`src/rtl/keypad_scan_debounce.sv`:
```
// keypad_scan_debounce
// Scans a 4x4 active-low key matrix one column at a time, debounces whole
// scans, rejects multi-key chords and emits one single-cycle {1,col,row}
// event per press on value.
// Optional feature macro: AUTOREPEAT_EN adds held-key auto-repeat events.
//
// state   | meaning
// IDLE    | no key accepted; waiting for a stable single key
// PRESSED | event sent for held key; waiting for a stable full release
module keypad_scan_debounce #(
    parameter int SCAN_DIV            = 50000,
    parameter int DEBOUNCE_SCANS      = 8,
    parameter int REPEAT_DELAY_SCANS  = 500,
    parameter int REPEAT_PERIOD_SCANS = 100
) (
    input  logic       clock,
    input  logic       reset,
    input  logic [3:0] rows,
    output logic [3:0] columns,
    output logic [4:0] value,
    output logic       key_held
);

    localparam int DIV_W   = (SCAN_DIV > 1) ? $clog2(SCAN_DIV) : 1;
    localparam int MATCH_W = $clog2(DEBOUNCE_SCANS + 1);

    typedef enum logic [1:0] {
        RES_NONE   = 2'd0,
        RES_SINGLE = 2'd1,
        RES_MULTI  = 2'd2
    } res_t;

    typedef enum logic {
        IDLE    = 1'b0,
        PRESSED = 1'b1
    } state_t;

    if (SCAN_DIV < 4 || DEBOUNCE_SCANS < 1 || REPEAT_DELAY_SCANS < 1 || REPEAT_PERIOD_SCANS < 1) begin : g_param_check
        $error("keypad_scan_debounce: parameter out of range");
    end

    logic [3:0]         rows_meta;
    logic [3:0]         rows_sync;
    logic [DIV_W-1:0]   div_cnt;
    logic [1:0]         col_idx;
    logic               dwell_end;
    logic               scan_done;
    logic [2:0]         hit_n;
    logic [1:0]         hit_row;
    res_t               acc_kind;
    logic [3:0]         acc_code;
    res_t               col_kind;
    logic [3:0]         col_code;
    res_t               prev_kind;
    logic [3:0]         prev_code;
    logic [MATCH_W-1:0] match_cnt;
    logic [MATCH_W-1:0] match_nxt;
    logic               stable;
    logic               rep_fire;
    state_t             state;

    assign dwell_end = (div_cnt == '0);
    assign scan_done = dwell_end && (col_idx == 2'd3);

    // Two-flop synchronizer; idle level of the pulled-up rows is all ones.
    always_ff @(posedge clock or posedge reset) begin
        if (reset) begin
            rows_meta <= 4'hF;
            rows_sync <= 4'hF;
        end else begin
            rows_meta <= rows;
            rows_sync <= rows_meta;
        end
    end

    // Dwell timer and rotating one-cold column drive.
    always_ff @(posedge clock or posedge reset) begin
        if (reset) begin
            div_cnt <= DIV_W'(SCAN_DIV - 1);
            col_idx <= 2'd0;
            columns <= 4'b1110;
        end else if (dwell_end) begin
            div_cnt <= DIV_W'(SCAN_DIV - 1);
            col_idx <= col_idx + 2'd1;
            columns <= {columns[2:0], columns[3]};
        end else begin
            div_cnt <= div_cnt - DIV_W'(1);
        end
    end

    // Count low rows in the current column and remember which one.
    always_comb begin
        hit_n   = 3'd0;
        hit_row = 2'd0;
        for (int i = 0; i < 4; i++) begin
            if (!rows_sync[i]) begin
                hit_n   = hit_n + 3'd1;
                hit_row = 2'(i);
            end
        end
    end

    // Fold this column's sample into the running scan result.
    always_comb begin
        col_kind = acc_kind;
        col_code = acc_code;
        if (hit_n > 3'd1) begin
            col_kind = RES_MULTI;
        end else if (hit_n == 3'd1) begin
            if (acc_kind == RES_NONE) begin
                col_kind = RES_SINGLE;
                col_code = {col_idx, hit_row};
            end else begin
                col_kind = RES_MULTI;
            end
        end
        if (col_kind == RES_MULTI) begin
            col_code = 4'd0;
        end
    end

    // Scan accumulator; restarts empty after the column-3 sample.
    always_ff @(posedge clock or posedge reset) begin
        if (reset) begin
            acc_kind <= RES_NONE;
            acc_code <= 4'd0;
        end else if (scan_done) begin
            acc_kind <= RES_NONE;
            acc_code <= 4'd0;
        end else if (dwell_end) begin
            acc_kind <= col_kind;
            acc_code <= col_code;
        end
    end

    // Next match count: saturating run length of identical scan results.
    always_comb begin
        match_nxt = MATCH_W'(1);
        if ((col_kind == prev_kind) && (col_code == prev_code)) begin
            if (match_cnt == MATCH_W'(DEBOUNCE_SCANS)) begin
                match_nxt = match_cnt;
            end else begin
                match_nxt = match_cnt + MATCH_W'(1);
            end
        end
    end

    assign stable = (match_nxt == MATCH_W'(DEBOUNCE_SCANS));

    // Previous scan result and its match count.
    always_ff @(posedge clock or posedge reset) begin
        if (reset) begin
            prev_kind <= RES_NONE;
            prev_code <= 4'd0;
            match_cnt <= '0;
        end else if (scan_done) begin
            prev_kind <= col_kind;
            prev_code <= col_code;
            match_cnt <= match_nxt;
        end
    end

`ifdef AUTOREPEAT_EN
    localparam int REP_MAX = (REPEAT_DELAY_SCANS > REPEAT_PERIOD_SCANS) ? REPEAT_DELAY_SCANS : REPEAT_PERIOD_SCANS;
    localparam int REP_W   = $clog2(REP_MAX + 1);

    logic [REP_W-1:0] rep_cnt;
    logic [3:0]       held_code;
    logic             same_key;

    assign same_key = scan_done && stable && (state == PRESSED) &&
                      (col_kind == RES_SINGLE) && (col_code == held_code);
    assign rep_fire = same_key && (rep_cnt == REP_W'(1));

    // Scans-to-next-repeat down-counter; reloads on each repeat, clears on release.
    always_ff @(posedge clock or posedge reset) begin
        if (reset) begin
            rep_cnt   <= '0;
            held_code <= 4'd0;
        end else if (scan_done && stable) begin
            if ((state == IDLE) && (col_kind == RES_SINGLE)) begin
                rep_cnt   <= REP_W'(REPEAT_DELAY_SCANS);
                held_code <= col_code;
            end else if ((state == PRESSED) && (col_kind == RES_NONE)) begin
                rep_cnt <= '0;
            end else if (rep_fire) begin
                rep_cnt <= REP_W'(REPEAT_PERIOD_SCANS);
            end else if (same_key && (rep_cnt != '0)) begin
                rep_cnt <= rep_cnt - REP_W'(1);
            end
        end
    end
`else
    assign rep_fire = 1'b0;
`endif

    // Press/release FSM with registered event and held outputs.
    always_ff @(posedge clock or posedge reset) begin
        if (reset) begin
            state    <= IDLE;
            value    <= 5'd0;
            key_held <= 1'b0;
        end else begin
            value <= 5'd0;
            if (scan_done && stable) begin
                case (state)
                    IDLE: begin
                        if (col_kind == RES_SINGLE) begin
                            value    <= {1'b1, col_code};
                            key_held <= 1'b1;
                            state    <= PRESSED;
                        end
                    end
                    PRESSED: begin
                        if (col_kind == RES_NONE) begin
                            key_held <= 1'b0;
                            state    <= IDLE;
                        end else if (rep_fire) begin
                            value <= {1'b1, col_code};
                        end
                    end
                    default: state <= IDLE;
                endcase
            end
        end
    end

endmodule
```
`config.mk`:
```
export PLATFORM = sky130hd
export DESIGN_NAME = keypad_scan_debounce
export DESIGN_NICKNAME = d
export VERILOG_FILES = /design/src/rtl/keypad_scan_debounce.sv
export SDC_FILE = /design/constraint.sdc
export NUM_CORES = 1
export LEC_CHECK = 0
export ABC_AREA = 1
export CAP_MARGIN = 20
export CORE_ASPECT_RATIO = 1.75
export CORE_MARGIN = 4
export CORE_UTILIZATION = 52
export DETAILED_ROUTE_END_ITERATION = 7
export HOLD_SLACK_MARGIN = 0.02
export PLACE_DENSITY_LB_ADDON = 0.05
export SLEW_MARGIN = 20
export SYNTH_ARGS = -nofsm -noshare
export SYNTH_HDL_FRONTEND = slang
export SYNTH_SLANG_ARGS = --single-unit
```
`constraint.sdc`:
```
create_clock -name clock -period 8.7 [get_ports clock]
set_input_delay 1.74 -clock clock [delete_from_list [all_inputs] [get_ports clock]]
set_output_delay 1.74 -clock clock [all_outputs]
set_load 0.02 [all_outputs]
```
==> run_results.csv, run 1 <==
group,metric,value,unit
outcome,status,"complete, no violations",
sta,fin_skew,0.00520,ns
hold_path,holdPathStages,0,
sta,tns,0,ns
sta,setup_violations,0,
power,power_frac_comb,5.7,%
logic_synthesis,ys_seq_area_share,49.2,%
grt,antenna_found_initial,0,
cells_and_area,area_delta_synth_final,11.2,%
floorplan,die-area,6560,um^2
setup_path,rr_worst_depth,21,
detailed_routing,drc,0,
power,p_per_area,136,nW/um^2
sta,relSlewSlack,56.8,%
hold_path,min_to,"rows_sync[3]",
grt,grt_first_pass_wirelength,9540,um
setup_path,critical_path_arrival,3.47,ns
power,power.switching,91.6,uW
power,power.share.clock,33.7,%
setup_path,crit_path_end_kind,"register",
detailed_routing,wl_per_cell,13.1,um
detailed_routing,vias,2043,
clocking,cts_tree,"done",
place,place.gp.congestion,0.822,
grt,grt_pass1_vias,2133,
logic_synthesis,syn-cell-area,2750,um^2
place,dp_cells,388,
cells_and_area,fin_nets,354,
clocking,cts_max_level,2,
power,seq_power_share,60.7,%
floorplan,die_x,63.0,um
sta,rsz0062_at_grt,"no",
logic_synthesis,synthesis.instances,320,
clocking,clockBufferDepth,2,
power,power,414,uW
hold_path,hp-class,"reg -> reg",
floorplan,die_y,104,um
clocking,cts_hold_buf,0,
floorplan,core_region_area,5060,um^2
detailed_routing,drt-pass1-iter-count,4,
detailed_routing,drtIter0Drc,71,
power,p_int,323,uW
grt,track_usage,18.2,%
cells_and_area,n_antenna_cell,0,
sta,tightest_slew,0.647,ns
grt,overflow,0,
sta,slew_viol_final,0,
cells_and_area,final_cells,396,
sta,fin_crit,3.23,ns
setup_path,start_kind,"register",
clocking,post_cts_buffers,0,
clocking,post_cts_resize_count,0,
power,swShare,22.1,%
logic_synthesis,synth_seq_cells,53,
logic_synthesis,syn_avg_cell_area,8.59,um^2
logic_synthesis,synth_nets,333,
place,port_buffers,15,
detailed_routing,wirelength,5170,um
setup_path,required,8.94,ns
sta,fmax,0.310,GHz
detailed_routing,drt-vias-per-instance,5.16,
logic_synthesis,yosysWarnings,0,
detailed_routing,ant_nets,0,
setup_path,critPathKind,"reg -> reg",
clocking,cts_made_buffers,5,
setup_path,reg2reg_to,"value[0]",
hold_path,min_from,"rows_meta[3]",
cells_and_area,layout-drive-gt1-share,17.8,%
grt,grt_max_degree,54,
setup_path,worst-path-max-fanout,8,
setup_path,r2r-start,"rows_sync[0]",
power,p_leak,1.45,nW
setup_path,r2r_slack,5.47,ns
clocking,cts-root-buf,"clkbuf_8",
floorplan,rows,34,
logic_synthesis,ys_types,34,
job,max_cap_viol_count,0,
floorplan,io-pin-count,16,
clocking,clkSlewWorstSetupHoldPaths,0.09,ns
sta,hold_violations,0,
clocking,clock-sinks,53,
floorplan,start_util,54.3,%
sta,period_share,37.1,%
place,place_hpwl,3940,um
power,ir_drop,85.8,uV
clocking,clk_latency,0.30,ns
-- cells by family (layout without fill, tap and decap cells) --
logic type,after synthesis,in the layout,synth area share [%]
AOI/OAI and AO/OA,35,35,7.47
xor gates and xnor gates,13,13,4.14
adders and majority gates,7,7,3.19
buffers and inverters,54,76,7.42
DFF,53,53,49.2
and+or+nand+nor,158,158,28.6
-- final cells by class --
class / count / area (um^2)
Timing Repair Buffer: 16 / 158
Sequential cell: 53 / 1350
Fill cell: 492 / 2010
Tap cell: 54 / 67.6
Inverter: 52 / 195
Clock buffer: 8 / 90.1
Multi-Input combinational cell: 213 / 1190
-- cells in the mapped netlist, drive strengths merged --
cell / count / area (um^2)
a21boi: 1 / 7.51
a21oi: 1 / 5.00
buf: 1 / 5.00
clkbuf: 1 / 3.75
dfrtp: 33 / 826
dfstp: 20 / 526
ha: 7 / 87.6
inv: 52 / 195
nand2: 80 / 353
nand3: 22 / 138
nand4: 9 / 62.6
nor2: 35 / 151
nor3: 3 / 26.3
nor4: 4 / 25.0
o211ai: 1 / 7.51
o21a: 1 / 7.51
o21ai: 25 / 140
o22ai: 6 / 37.5
or2: 5 / 31.3
xnor2: 5 / 43.8
xor2: 8 / 70.1
-- through the flow --
step | area (um^2) | hold slack [ns] | worst slack, ns | utilization, %
finish | 3060 | 0.358 | 5.47 | 60.4
global route | 3060 | 0.363 | 5.14 | 60.4
CTS | 3060 | 0.359 | 5.45 | 60.4
detailed placement | 2970 | 0.347 | 5.47 | 58.6
global placement | 2970 | 0.346 | 5.56 | 58.6
floorplan | 2750 | 0.345 | 5.71 | -
-- registers in the layout, summed over array words and instances, names as in the netlist, named ones only --
name and cells:
div_cnt 16, value 5, acc_code 4, columns 4, match_cnt 4, prev_code 4
rows_meta 4, rows_sync 4, acc_kind 2, col_idx 2, prev_kind 2, key_held 1
-- placed cells by master, fill, tap and decap left out, drive strengths merged --
master | netlist | routed
dfrtp | 33 | 33
xnor2 | 5 | 5
clkdlybuf4s50 | 0 | 15
ha | 7 | 7
inv | 52 | 52
clkbuf | 1 | 8
a21boi | 1 | 1
dfstp | 20 | 20
nor4 | 4 | 4
nand3 | 22 | 22
nor3 | 3 | 3
nand2 | 80 | 80
xor2 | 8 | 8
o21a | 1 | 1
nand4 | 9 | 9
o22ai | 6 | 6
o211ai | 1 | 1
o21ai | 25 | 25
a21oi | 1 | 1
or2 | 5 | 5
buf | 1 | 1
nor2 | 35 | 35
-- layer usage --
layer  wire, um  up-vias  share of wire, %  GRT usage, %
met3         75       13               1.5          2.49
met5          0        -                 0             0
met2       2910       20                56          33.6
met1       2020      954                39          19.6
li1           -     1056                 -             -
met4        166        0               3.2          9.32
-- worst max path at each step --
stage / endpoint / depth (start not counted) / slack, ns / startpoint
3_5_place_dp: value[2] / 21 / 5.47 / rows_sync[0]
3_3_place_gp: value[0] / 21 / 5.56 / rows_sync[0]
6_report: value[0] / 21 / 5.47 / rows_sync[0]
4_1_cts: value[2] / 21 / 5.45 / rows_sync[1]
5_1_grt: value[2] / 21 / 5.14 / rows_sync[0]
2_1_floorplan: asynchronous set/reset pin / 1 / 5.71 / reset
-- worst max-delay path: stages (launching register included) --
cell and delay, ns:
dfstp_2 0.54, inv_1 0.04, ha_1 0.34, inv_1 0.07, nand2_1 0.08, nand2_2 0.09, inv_1 0.05, ha_1 0.25
or2_1 0.24, nand2_4 0.11, nand3_4 0.08, o21ai_4 0.29, nand2_4 0.10, nand2_1 0.07, nand2_1 0.05, inv_2 0.05
nand2_2 0.05, nor2_4 0.14, nand4_2 0.12, nor2_2 0.18, nand3_2 0.12, nor2_1 0.10
-- power groups by stage --
| stage | logic [mW] | registers (mW) | clock network [mW] |
|---|---|---|---|
| floorplan | 0.0178 | 0.255 | 0 |
| global placement | 0.0235 | 0.256 | 0 |
| detailed placement | 0.0240 | 0.256 | 0 |
| CTS | 0.0240 | 0.251 | 0.146 |
| global route | 0.0270 | 0.252 | 0.155 |
| finish | 0.0235 | 0.251 | 0.139 |
Power figures use the tool's default switching activity.
==> run 2, diff against run 1 <==
- clock period: 8.7 -> 2.6 ns (I/O delays scaled with it)
==> run_results.csv, run 2 (same netlist as run 1, synthesis figures left out) <==
group,metric,value,unit
sta,worst_slack,-0.491,ns
clocking,cts_tree,"done",
grt,antenna_found_initial,0,
place,place_hpwl,4330,um
cells_and_area,fin_nets,389,
detailed_routing,drt-pass1-iter-count,4,
grt,grt_pass1_vias,2224,
detailed_routing,drt-vias-per-instance,5.12,
cells_and_area,n_antenna_cell,0,
setup_path,required,2.85,ns
setup_path,r2r-start,"rows_sync[1]",
setup_path,crit_path_frequent_cell,"nand2_2",
sta,slew_viol_final,0,
floorplan,start_util,54.3,%
setup_path,crit_path_end_kind,"register",
cells_and_area,stdcell_area,3470,um^2
setup_path,start_kind,"register",
setup_path,r2r_slack,-0.49,ns
job,max_cap_viol_count,0,
setup_path,reg2reg_to,"value[3]",
detailed_routing,drtIter0Drc,74,
floorplan,die_y,104,um
cells_and_area,layout_common_cells,"59 x nand2_1, 42 x inv_1, 35 x buf_4",
place,place.gp.congestion,0.820,
clocking,cts_hold_buf,0,
clocking,cts-root-buf,"clkbuf_8",
sta,relSlewSlack,56.6,%
cells_and_area,layout-drive-gt1-share,32.9,%
hold_path,min_to,"rows_sync[0]",
detailed_routing,wirelength,5820,um
cells_and_area,largest_reg_flops,16,
sta,fin_crit,3.09,ns
hold_path,min_from,"rows_meta[0]",
cells_and_area,largestRegisters,"div_cnt: 16 flops, value: 5 flops",
setup_path,cp_slowest_cell,"dfstp_2",
grt,overflow,0,
sta,rsz0062_at_grt,"yes",
clocking,clock-sinks,53,
clocking,clk_latency,0.32,ns
cells_and_area,layout_commonest_cell,"nand2_1",
floorplan,io-pin-count,16,
floorplan,die-area,6560,um^2
place,dp_cells,413,
power,p_per_area,445,nW/um^2
setup_path,crit_chain,"inv_2 > ha_4 > inv_2 > nand2_2 > nand2_2 > inv_2 > ha_4 > or2_4 > nand2_4 > nand3_4 > o21ai_4 > nand2_4 > nand2_2 > nand2_2 > inv_2 > nand2_2 > nor2_4 > nand4_1 > nor2_4 > nand3_4 > nor2_1",
detailed_routing,wl_per_cell,13.5,um
clocking,cts_made_buffers,5,
sta,period_share,119,%
clocking,cts_max_level,2,
setup_path,critPathKind,"reg -> reg",
clocking,clockBufferDepth,2,
sta,fin_skew,0.0203,ns
detailed_routing,ant_nets,0,
floorplan,core_region_area,5060,um^2
sta,tightest_slew,0.645,ns
detailed_routing,drc,0,
floorplan,die_x,63.0,um
setup_path,worst-path-max-fanout,7,
sta,setup_violations,11,
clocking,clkSlewWorstSetupHoldPaths,0.10,ns
setup_path,critical_path_arrival,3.34,ns
cells_and_area,regMostFlops,"div_cnt",
sta,fmax,0.324,GHz
outcome,status,"complete, but fails checks",
detailed_routing,vias,2206,
grt,track_usage,19.3,%
power,ir_drop,337,uV
setup_path,cpPeakStageDelay,0.55,ns
grt,grt_max_degree,31,
place,postPlaceCellArea,3180,um^2
sta,hold_ws,0.359,ns
grt,grt_first_pass_wirelength,9960,um
cells_and_area,area_delta_synth_final,26.3,%
hold_path,hp-class,"reg -> reg",
sta,tns,-4.38,ns
outcome,violations,"negative setup slack",
power,p_leak,1.62,nW
setup_path,rr_worst_depth,21,
cells_and_area,final_cells,431,
hold_path,holdPathStages,0,
sta,hold_violations,0,
floorplan,rows,34,
place,port_buffers,15,
==> run 2: through the flow <==
step / util [%] / power, mW / setup WS [ns]
floorplan: - / 0.918 / -0.295
global placement: 62.8 / 0.959 / -0.431
detailed placement: 62.8 / 0.961 / -0.463
CTS: 66.9 / 1.56 / -0.454
global route: 68.6 / 1.61 / -0.753
finish: 68.6 / 1.54 / -0.491
==> run 2: power breakdown <==
part,leakage [nW],internal (mW),switching (mW)
registers,0.655,0.836,0.00539
clock network,0.0574,0.313,0.268
logic,0.909,0.0546,0.0672
total,1.62,1.20,0.340
==> run 2: repair_timing <==
action                     CTS  global route
pin swaps                   19            10
resized for setup           10            19
setup endpoints to repair   12            18
buffers inserted             6             4
==> run 2: worst max-delay path, delay by kind of cell, from the launching register on <==
family          cells  cell delay, ns
flops               1            0.55
compound gates      1            0.24
fa+ha+maj           2            0.46
simple gates       14            1.61
buf+inv             4            0.18
==> run 2: how the worst max path moves through the flow <==
stage,from,cells past startpoint,to,slack [ns]
after floorplan,rows_sync[0],21,value[1],-0.30
after global placement,rows_sync[1],18,value[0],-0.43
after detailed placement,rows_sync[0],21,value[0],-0.46
after CTS,rows_sync[1],25,value[0],-0.45
after global routing,rows_sync[0],21,value[3],-0.75
final,rows_sync[1],21,value[3],-0.49
==> run 2: layout make-up <==
cell class	instances	area, um^2
Clock buffer	6	82.6
Clock inverter	2	37.5
Fill cell	423	1590
Inverter	52	195
Multi-Input combinational cell	213	1300
Sequential cell	53	1350
Tap cell	54	67.6
Timing Repair Buffer	51	433
==> run 2: routing by layer <==
metal,track usage (%),part of all wire (%),vias up,routed length [um]
met1,20.6,38,1040,2200
li1,-,-,1126,-
met4,8.37,2.3,0,135
met5,0,0,-,0
met2,36.7,58,29,3380
met3,2.27,1.9,11,111
==> run 3, diff against run 2 <==
- CELL_PAD_IN_SITES_DETAIL_PLACEMENT: not set -> 0
- CELL_PAD_IN_SITES_GLOBAL_PLACEMENT: not set -> 1
- CORE_UTILIZATION: 52 -> 41
- GPL_ROUTABILITY_DRIVEN: not set -> 0
==> run_results.csv, run 3 (same netlist as run 1, synthesis figures left out) <==
group,metric,value,unit
outcome,status,"complete, but fails checks",
outcome,violations,"negative setup slack",
clocking,clk_latency,0.29,ns
floorplan,die_y,116,um
grt,grt_first_pass_wirelength,10100,um
floorplan,die_x,69.9,um
sta,fmax,0.330,GHz
power,p_per_area,468,nW/um^2
cells_and_area,regMostFlops,"div_cnt",
setup_path,start_kind,"register",
cells_and_area,largest_reg_flops,16,
place,place_hpwl,4390,um
setup_path,crit_chain,"inv_2 > ha_4 > inv_2 > nand2_2 > nand2_2 > inv_2 > ha_4 > or2_4 > nand2_4 > nand3_4 > o21ai_4 > nand2_4 > nand2_2 > nand2_2 > inv_2 > nand2_2 > nor2_4 > nand4_1 > nor2_4 > nand3_4 > nor2_1",
sta,slew_viol_final,0,
clocking,cts-root-buf,"clkbuf_16",
sta,relSlewSlack,61.6,%
grt,antenna_found_initial,0,
sta,rsz0062_at_grt,"yes",
setup_path,crit_family,"simple AND/OR/NAND/NOR gates",
power,p_leak,1.65,nW
grt,grt_pass1_vias,2232,
sta,fin_crit,3.03,ns
detailed_routing,drtIter0Drc,69,
clocking,clockBufferDepth,2,
hold_path,hp-class,"reg -> reg",
detailed_routing,drc,0,
floorplan,start_util,42.0,%
power,ir_drop,485,uV
detailed_routing,drt-vias-per-instance,4.75,
setup_path,worst-path-max-fanout,7,
floorplan,die-area,8130,um^2
detailed_routing,ant_nets,0,
setup_path,cp_slowest_cell,"dfstp_2",
cells_and_area,fin_nets,386,
floorplan,rows,39,
detailed_routing,wl_per_cell,12.5,um
cells_and_area,area_delta_synth_final,27.5,%
setup_path,crit_path_end_kind,"register",
grt,grt_max_degree,54,
sta,setup_violations,11,
clocking,cts_tree,"done",
place,dp_cells,445,
floorplan,io-pin-count,16,
sta,period_share,116,%
cells_and_area,largestRegisters,"div_cnt: 16 flops, value: 5 flops",
setup_path,required,2.82,ns
floorplan,core_region_area,6540,um^2
sta,worst_slack,-0.427,ns
clocking,clkSlewWorstSetupHoldPaths,0.06,ns
sta,hold_violations,0,
cells_and_area,layout-drive-gt1-share,29.9,%
cells_and_area,n_antenna_cell,0,
setup_path,critical_path_arrival,3.25,ns
clocking,clock-sinks,53,
setup_path,crit_path_frequent_cell,"nand2_2",
sta,tightest_slew,0.570,ns
detailed_routing,wirelength,5700,um
setup_path,worst-path-buf-inv,4,
setup_path,critPathKind,"reg -> reg",
clocking,cts_hold_buf,0,
detailed_routing,drt-pass1-iter-count,4,
detailed_routing,vias,2165,
setup_path,cpPeakStageDelay,0.54,ns
sta,fin_skew,0.00353,ns
place,port_buffers,15,
grt,track_usage,15.7,%
job,max_cap_viol_count,0,
cells_and_area,layout_common_cells,"61 x nand2_1, 44 x inv_1, 33 x dfrtp_1",
clocking,cts_made_buffers,5,
cells_and_area,final_cells,456,
grt,overflow,0,
cells_and_area,layout_commonest_cell,"nand2_1",
clocking,cts_max_level,2,
place,preCtsSetupSlack,-0.420,ns
==> run 3: changes by cell type in the layout (fill, tap and decap cells not counted), sizes merged <==
cell / previous run / this run
bufinv: 1 / 0
buf: 36 / 33
clkbuf: 6 / 7
clkinvlp: 1 / 0
clkinv: 0 / 1
==> run 3: power breakdown <==
group | internal [mW] | total, mW | switching [mW]
sequential | 0.837 | 0.842 | 0.00502
clock | 0.408 | 0.685 | 0.277
combinational | 0.0500 | 0.114 | 0.0636
==> run 3: layout make-up <==
cell class,instances,area (um^2)
inverter,52,195
clock buffer,7,153
fill,634,3030
sequential,53,1350
tap,82,103
clock inverter,1,5.00
timing repair buffer,48,414
multi-input combinational,213,1280
==> run 3: layer usage <==
| layer | wire length, um | vias up | global-route usage [%] |
|---|---|---|---|
| met4 | 128 | 0 | 6.52 |
| li1 | - | 1120 | - |
| met5 | 0 | - | 0 |
| met1 | 2240 | 1015 | 16.7 |
| met3 | 113 | 11 | 3.10 |
| met2 | 3220 | 19 | 29.9 |
==> run 3: worst register-to-register path: cells and delay by family, from the launching register on <==
kind                       cells  cell delay, ns
buffers and inverters          4            0.18
AOI/OAI and AO/OA              1            0.27
and+or+nand+nor               14            1.54
adders and majority gates      2            0.45
DFF                            1            0.54
==> run 3: timing repair <==
action / in CTS / in global routing
pin swaps: 16 / 14
buffers inserted: 2 / 1
endpoints found under the setup margin: 13 / 20
resized for setup: 8 / 12
==> run 3: worst paths after layout <==
path,start,endpoint,slack (ns),cells past startpoint
worst max-delay path,rows_sync[0],value[0],-0.43,21
worst min-delay path,rows_meta[2],rows_sync[2],0.36,0
max in group asynchronous,reset,columns[1],1.72,3
min in group asynchronous,reset,acc_kind[0],0.59,3
worst max register to register,rows_sync[0],value[0],-0.43,21
worst min register to register,rows_meta[2],rows_sync[2],0.36,0
==> run 3: through the flow <==
step | cell area [um^2] | hold WS (ns) | utilization (%) | power [mW] | TNS [ns]
floorplan | 2760 | 0.345 | - | 0.918 | -2.00
global placement | 3250 | 0.347 | 49.6 | 0.959 | -3.41
detailed placement | 3250 | 0.348 | 49.6 | 0.960 | -3.78
CTS | 3450 | 0.357 | 52.8 | 1.67 | -3.34
global route | 3500 | 0.360 | 53.6 | 1.72 | -6.56
finish | 3500 | 0.355 | 53.6 | 1.64 | -3.62
